`src/rtl/hazard_pkg.sv`:
```
// Shared types and constants for the pipeline hazard/forwarding controller.
package hazard_pkg;

  localparam int REG_AW_D = 5;
  localparam int X0_IDX   = 0;

  typedef enum logic [1:0] {
    FWD_RF  = 2'd0,
    FWD_MEM = 2'd1,
    FWD_WB  = 2'd2
  } fwd_sel_e;

  typedef enum logic [0:0] {
    IDLE = 1'b0,
    BUSY = 1'b1
  } md_state_e;

endpackage

```
`src/rtl/hazard_ctrl_md_scoreboard.sv`:
```
// Busy/countdown tracker for the single multi-cycle mul/div unit.
// md_done pulses in the last busy cycle; a start in that cycle reissues.
module md_scoreboard
  import hazard_pkg::*;
#(
  parameter int REG_AW = REG_AW_D,
  parameter int MD_LAT = 4,
  parameter int CNT_W  = 3
) (
  input  logic              clk,
  input  logic              rstn,
  input  logic              ex_md_start,
  input  logic              ex_flush,
  input  logic [REG_AW-1:0] ex_rd_idx,
  output logic              md_busy,
  output logic              md_done,
  output logic [REG_AW-1:0] md_rd_idx
);

  md_state_e         state_q, state_d;
  logic [CNT_W-1:0]  cnt_q, cnt_d;
  logic [REG_AW-1:0] rd_q, rd_d;
  logic              start_ok;

  assign start_ok  = ex_md_start & ~ex_flush;
  assign md_busy   = (state_q == BUSY);
  assign md_rd_idx = rd_q;

  always_ff @(posedge clk or negedge rstn) begin
    if (!rstn) begin
      state_q <= IDLE;
      cnt_q   <= '0;
      rd_q    <= '0;
    end else begin
      state_q <= state_d;
      cnt_q   <= cnt_d;
      rd_q    <= rd_d;
    end
  end

  always_comb begin
    state_d = state_q;
    cnt_d   = cnt_q;
    rd_d    = rd_q;
    md_done = 1'b0;
    unique case (state_q)
      IDLE: begin
        if (start_ok) begin
          state_d = BUSY;
          cnt_d   = CNT_W'(MD_LAT - 1);
          rd_d    = ex_rd_idx;
        end
      end
      BUSY: begin
        cnt_d = cnt_q - CNT_W'(1);
        if (cnt_q == CNT_W'(1)) begin
          md_done = 1'b1;
          if (start_ok) begin
            cnt_d = CNT_W'(MD_LAT - 1);
            rd_d  = ex_rd_idx;
          end else begin
            state_d = IDLE;
          end
        end
      end
      default: state_d = IDLE;
    endcase
  end

  // The md stall keeps a second op out of EX until the done cycle.
  a_no_overlap: assert property (@(posedge clk) disable iff (!rstn)
    !(start_ok && md_busy && !md_done));

endmodule

```
`src/rtl/hazard_ctrl.sv`:
```
// EX operand forwarding, load-use and mul/div stall control.
// Optional stall counters enabled by defining HAZARD_STATS_EN.
module hazard_ctrl
  import hazard_pkg::*;
#(
  parameter int REG_AW  = REG_AW_D,
  parameter int NUM_SRC = 2,
  parameter int MD_LAT  = 4,
  parameter int CNT_W   = 3
) (
  input  logic                      clk,
  input  logic                      rstn,
  input  logic [NUM_SRC*REG_AW-1:0] id_rs_idx,
  input  logic [NUM_SRC-1:0]        id_rs_used,
  input  logic                      id_md_op,
  input  logic [NUM_SRC*REG_AW-1:0] ex_rs_idx,
  input  logic [REG_AW-1:0]         ex_rd_idx,
  input  logic                      ex_reg_write,
  input  logic                      ex_mem_read,
  input  logic                      ex_md_start,
  input  logic                      ex_flush,
  input  logic [REG_AW-1:0]         mem_rd_idx,
  input  logic                      mem_reg_write,
  input  logic [REG_AW-1:0]         wb_rd_idx,
  input  logic                      wb_reg_write,
  output logic [NUM_SRC*2-1:0]      fwd_sel,
  output logic                      stall_pc,
  output logic                      stall_ifid,
  output logic                      bubble_idex,
  output logic                      md_busy,
  output logic                      md_done,
  output logic [REG_AW-1:0]         md_rd_idx
`ifdef HAZARD_STATS_EN
  ,
  output logic [31:0]               ld_stall_cnt,
  output logic [31:0]               md_stall_cnt
`endif
);

  localparam logic [REG_AW-1:0] X0 = REG_AW'(X0_IDX);

  logic ld_hz, md_hz, raw_md, stall;
  logic [REG_AW-1:0] ex_rs, id_rs;

  md_scoreboard #(
    .REG_AW(REG_AW),
    .MD_LAT(MD_LAT),
    .CNT_W (CNT_W)
  ) u_sb (
    .clk        (clk),
    .rstn       (rstn),
    .ex_md_start(ex_md_start),
    .ex_flush   (ex_flush),
    .ex_rd_idx  (ex_rd_idx),
    .md_busy    (md_busy),
    .md_done    (md_done),
    .md_rd_idx  (md_rd_idx)
  );

  always_comb begin
    fwd_sel = '0;
    ex_rs   = '0;
    for (int i = 0; i < NUM_SRC; i++) begin
      ex_rs = ex_rs_idx[i*REG_AW +: REG_AW];
      fwd_sel[2*i +: 2] = FWD_RF;
      if (ex_rs != X0) begin
        if (mem_reg_write && mem_rd_idx == ex_rs)
          fwd_sel[2*i +: 2] = FWD_MEM;
        else if (wb_reg_write && wb_rd_idx == ex_rs)
          fwd_sel[2*i +: 2] = FWD_WB;
      end
    end
  end

  always_comb begin
    ld_hz  = 1'b0;
    raw_md = 1'b0;
    id_rs  = '0;
    for (int i = 0; i < NUM_SRC; i++) begin
      id_rs = id_rs_idx[i*REG_AW +: REG_AW];
      if (id_rs_used[i] && id_rs == ex_rd_idx)
        ld_hz = 1'b1;
      if (id_rs_used[i] && id_rs == md_rd_idx)
        raw_md = 1'b1;
    end
    ld_hz  = ld_hz & ex_mem_read & ex_reg_write &
             ~ex_flush & (ex_rd_idx != X0);
    raw_md = raw_md & (md_rd_idx != X0);
  end

  // Released in the md_done cycle so the dependent op meets the result in WB.
  assign md_hz       = md_busy & ~md_done & (id_md_op | raw_md);
  assign stall       = ld_hz | md_hz;
  assign stall_pc    = stall;
  assign stall_ifid  = stall;
  assign bubble_idex = stall;

`ifdef HAZARD_STATS_EN
  always_ff @(posedge clk or negedge rstn) begin
    if (!rstn) begin
      ld_stall_cnt <= '0;
      md_stall_cnt <= '0;
    end else begin
      if (md_hz) begin
        if (md_stall_cnt != '1)
          md_stall_cnt <= md_stall_cnt + 32'd1;
      end else if (ld_hz) begin
        if (ld_stall_cnt != '1)
          ld_stall_cnt <= ld_stall_cnt + 32'd1;
      end
    end
  end
`endif

endmodule
```
`config.mk`:
```
export PLATFORM = sky130hd
export DESIGN_NAME = hazard_ctrl
export DESIGN_NICKNAME = d
export VERILOG_FILES = /design/src/rtl/hazard_pkg.sv /design/src/rtl/hazard_ctrl_md_scoreboard.sv /design/src/rtl/hazard_ctrl.sv
export SDC_FILE = /design/constraint.sdc
export NUM_CORES = 1
export LEC_CHECK = 0
export ABC_AREA = 1
export CAP_MARGIN = 5
export CORE_MARGIN = 8
export CORE_UTILIZATION = 41
export CTS_BUF_LIST = sky130_fd_sc_hd__clkbuf_8
export CTS_CLUSTER_DIAMETER = 120
export DETAILED_ROUTE_END_ITERATION = 16
export HOLD_SLACK_MARGIN = 0.1
export PLACE_DENSITY = 0.8
export SLEW_MARGIN = 30
export SYNTH_ARGS = -nofsm -noshare
export SYNTH_HDL_FRONTEND = slang
export SYNTH_SLANG_ARGS = --single-unit
```
`constraint.sdc`:
```
create_clock -name clk -period 1.97 [get_ports clk]
set_clock_uncertainty 0.15 [all_clocks]
set_input_delay 0.4925 -clock clk [delete_from_list [all_inputs] [get_ports clk]]
set_output_delay 0.4925 -clock clk [all_outputs]
set_load 0.1 [all_outputs]
```
==> results.txt <==
The die is 68.76 um wide. For the unique cell type count in the Yosys netlist, the log shows 23. The logs give -0.3072 ns for the final worst-path setup slack and 439.1 MHz for the maximum clock frequency. From bottom edge to top edge, the die measures 68.76 um. The run gives 1.209 nW as the static leakage power.

For the synthesized netlist cell count, the log shows 203. The post-detailed-route count of antenna-violating nets is 0. Number of antenna violations at the first check in global routing: 0.

The number of core rows came out at 19. The slowest cell on the critical path is sky130_fd_sc_hd__dfrtp_4. During synthesis, Yosys emitted a total of 0 warnings. For the fill cell instance count of the final layout, the log shows 155. Including well taps, the total number of placed cells is 321.

In this run the power density over the cells is 1145 nW/um^2. The CTS buffer count is 3, and the global-route total usage across every layer is 20.27%. STA classifies the critical path startpoint as a flip-flop. The worst path uses 115.6% of the clock period.

The run gives 95 as the detailed router's first-iteration violation count. The largest vdd supply drop is 1.348 mV. Number of hold violations in the final report: 0.

The tools report the antenna diode instance count as 0. For the maximum level of the CTS H-tree, the log shows 1. The run gives 72.80% as the normalized max-slew margin. Pin placement for this block handled 60 I/O pins. Detailed placement finished with a half-perimeter wire length of 3646 um.

Summed over all layers, the global routing overflow is 0. For the buffer levels on the longest clock path, the log shows 2. The proportion of netlist area held by the largest area contributor is 19.74%, and the number of global-route vias before repair is 1760. Of all nets on the critical path, the largest fanout is 5. The run finished, with violations left. The transition time at the pin with the least slew margin is 0.4067 ns. For the number of nets in the final layout, the log shows 347.

Summed over all instances, the cell type with the most area after synthesis is sky130_fd_sc_hd__dfrtp_1. Sorting the synthesized cells by area gives the leading types as sky130_fd_sc_hd__dfrtp_1, sky130_fd_sc_hd__nand2_1, sky130_fd_sc_hd__inv_1. The count of placed standard cells in the final layout, fillers left out was 329. The ratio of cells with drive above 1 in the final layout works out to 47.32%.

STA puts the critical path data required time at 1.33 ns. The utilization after layout is 86.75%, and the post-detailed-routing wire length is 4739 um. In the final timing run, aggregate negative setup slack is -1.477 ns.

The number of flops mapped to enable cells by yosys is 0. Data arrives at the worst endpoint at 1.63 ns. The average via count per standard cell came out at 5.140. Routability-driven placement finished with a final weighted congestion of 0.9087. The first global-routing pass estimated 7383 um of wire. The core region is 2710 sq um. Type of the worst min-delay path: input port to async pin. In the layout the commonest cells are sky130_fd_sc_hd__nand2_1, sky130_fd_sc_hd__buf_4, sky130_fd_sc_hd__inv_1. The logs give 42.11% for the initial standard-cell utilization of the core and 4727 sq um for the die footprint.

Number of nets produced by synthesis: 251. For the finished layout, the period the worst path requires is 2.277 ns. Latest clock arrival within the worst-skew pair: 0.24 ns. TritonCTS built the clock tree. Walking the worst path, the cells encountered are nand2_1, nand2_1, nor2_1, nand3_1, nand2_1, nand2_1, nand2_1, nand2_2, nand2_8, buf_12. Entering global routing, the biggest net connects 10 pins. After routing the design area is 2351 sq um.

The post-synth design cell area is 1141 sq um, and the count of input and output buffers is 59. Routed via count: 1691. For this run, the leading register cell type out of synthesis is sky130_fd_sc_hd__dfrtp_1. The sequential fraction of the synthesis area is 19.74%, and the synthesized area per cell is 5.621 sq um. Clock tree synthesis selected as its root buffer the cell sky130_fd_sc_hd__clkbuf_8. Counting stages on the worst path, the most repeated cell is sky130_fd_sc_hd__nand2_1.

Buffers inserted to repair hold after CTS numbered 0. Hold timing on the final database bottoms out at a slack of 0.4043 ns. Setup violations remaining at the end of the flow were counted as 7. Setup repair after global routing could not meet its margin everywhere. The pre-antenna-repair detailed-routing pass consisted of 5 iterations.

For the placed cell area, the log shows 2218 sq um. The critical path starts at u_sb.md_rd_idx[4]. Most common cell after layout, fill and taps aside: sky130_fd_sc_hd__nand2_1. STA classifies the critical path endpoint as an output port. Clock-pin slew was measured on the worst setup and hold paths at 0.05 ns.

The tools report the number of remaining DRC errors as 0. The worst setup path is of the flip-flop to output port kind. The clock drives 9 sinks. Max-cap violations in this run came to 0. The run gives 0 as the number of max-slew violations in the final report. Of all flip-flops after synthesis, the portion carrying an async set or reset was 100.0%. Counting flops and latches in the post-synthesis netlist gives 9. In this design, the stage delay of the slowest critical-path cell is 0.50 ns.

The checks that failed: negative setup slack. After detailed routing, the average wire length per cell comes to 14.40 um. The area growth from synthesis to final layout is 106.0%. The beginning of the worst register-to-register path is u_sb.cnt_q[1].
[state kept, by name (all words and copies together), names as in the netlist]
signal and cells:
u_sb.md_busy 1, u_sb.md_rd_idx 5, u_sb.cnt_q 3
[critical path, delay by kind of cell (launching register included)]
family        cells  cell delay, ns
flops             1            0.50
buf+inv           1            0.17
simple gates      9            0.72
[final cells by class]
cell class | instances | area (sq um) | area share [%]
Tap cell | 31 | 38.79 | 1.650
Clock buffer | 3 | 41.29 | 1.756
Sequential cell | 9 | 247.7 | 10.54
Timing Repair Buffer | 94 | 932.1 | 39.65
Clock inverter | 1 | 3.754 | 0.1597
Multi-Input combinational cell | 148 | 918.4 | 39.06
Inverter | 43 | 168.9 | 7.185
[repair_timing]
action,4_1_cts,5_1_grt
resized for setup,153,18
pin swaps,37,23
setup buffers,2,2
endpoints found under the setup margin,8,8
hold endpoints to repair,0,0
[metal layers]
layer  GRT usage [%]  part of all wire [%]  vias up
met1           21.00                    38      766
met4           10.28                   2.7        0
met2           36.24                    51       79
met5               0                     0        -
met3           6.139                   8.6       14
li1                -                     -      832
[where the power goes]
group | switching, W | internal (W) | total, W | leakage (nW)
Clock | 0.0000779 | 0.000136 | 0.000214 | 0.0269
Sequential | 0.000127 | 0.000314 | 0.000442 | 0.102
Combinational | 0.00124 | 0.000791 | 0.00204 | 1.08
[worst paths after layout]
check,cells after the start,to,slack [ns]
max in group asynchronous,1,u_sb.md_rd_idx[4],0.95
hold / removal,1,u_sb.md_rd_idx[3],0.40
setup / recovery,10,stall_ifid,-0.31
hold reg to reg,2,u_sb.cnt_q[0],0.44
min in group clk,2,u_sb.cnt_q[0],0.44
setup reg to reg,8,u_sb.md_rd_idx[1],0.58
[through the flow]
| stage | power, W | worst slack (ns) |
|---|---|---|
| finish | 0.002691 | -0.3072 |
| global route | 0.002830 | -0.3735 |
| CTS | 0.002630 | -0.2653 |
| global placement | 0.002340 | -0.6790 |
| floorplan | 0.001652 | -0.3429 |
| detailed placement | 0.002377 | -0.6861 |
[synth_stat cells (3+ instances only)]
master                     n
sky130_fd_sc_hd__xor2_1    9
sky130_fd_sc_hd__o21ai_1   3
sky130_fd_sc_hd__nor3_1    6
sky130_fd_sc_hd__a21oi_1   6
sky130_fd_sc_hd__dfrtp_1   9
sky130_fd_sc_hd__nand3_1  10
sky130_fd_sc_hd__nand4_1   5
sky130_fd_sc_hd__o22ai_1   9
sky130_fd_sc_hd__o21ai_0   4
sky130_fd_sc_hd__inv_1    41
sky130_fd_sc_hd__nor2_1   24
sky130_fd_sc_hd__nand2_1  59
[kinds of logic after synthesis]
group | synth area share, %
simple gates | 41.12
buf+inv | 16.45
compound gates | 12.06
xor+xnor | 8.444
flops | 19.74
fa+ha+maj | 2.193
(Power assumes the default switching activity.)
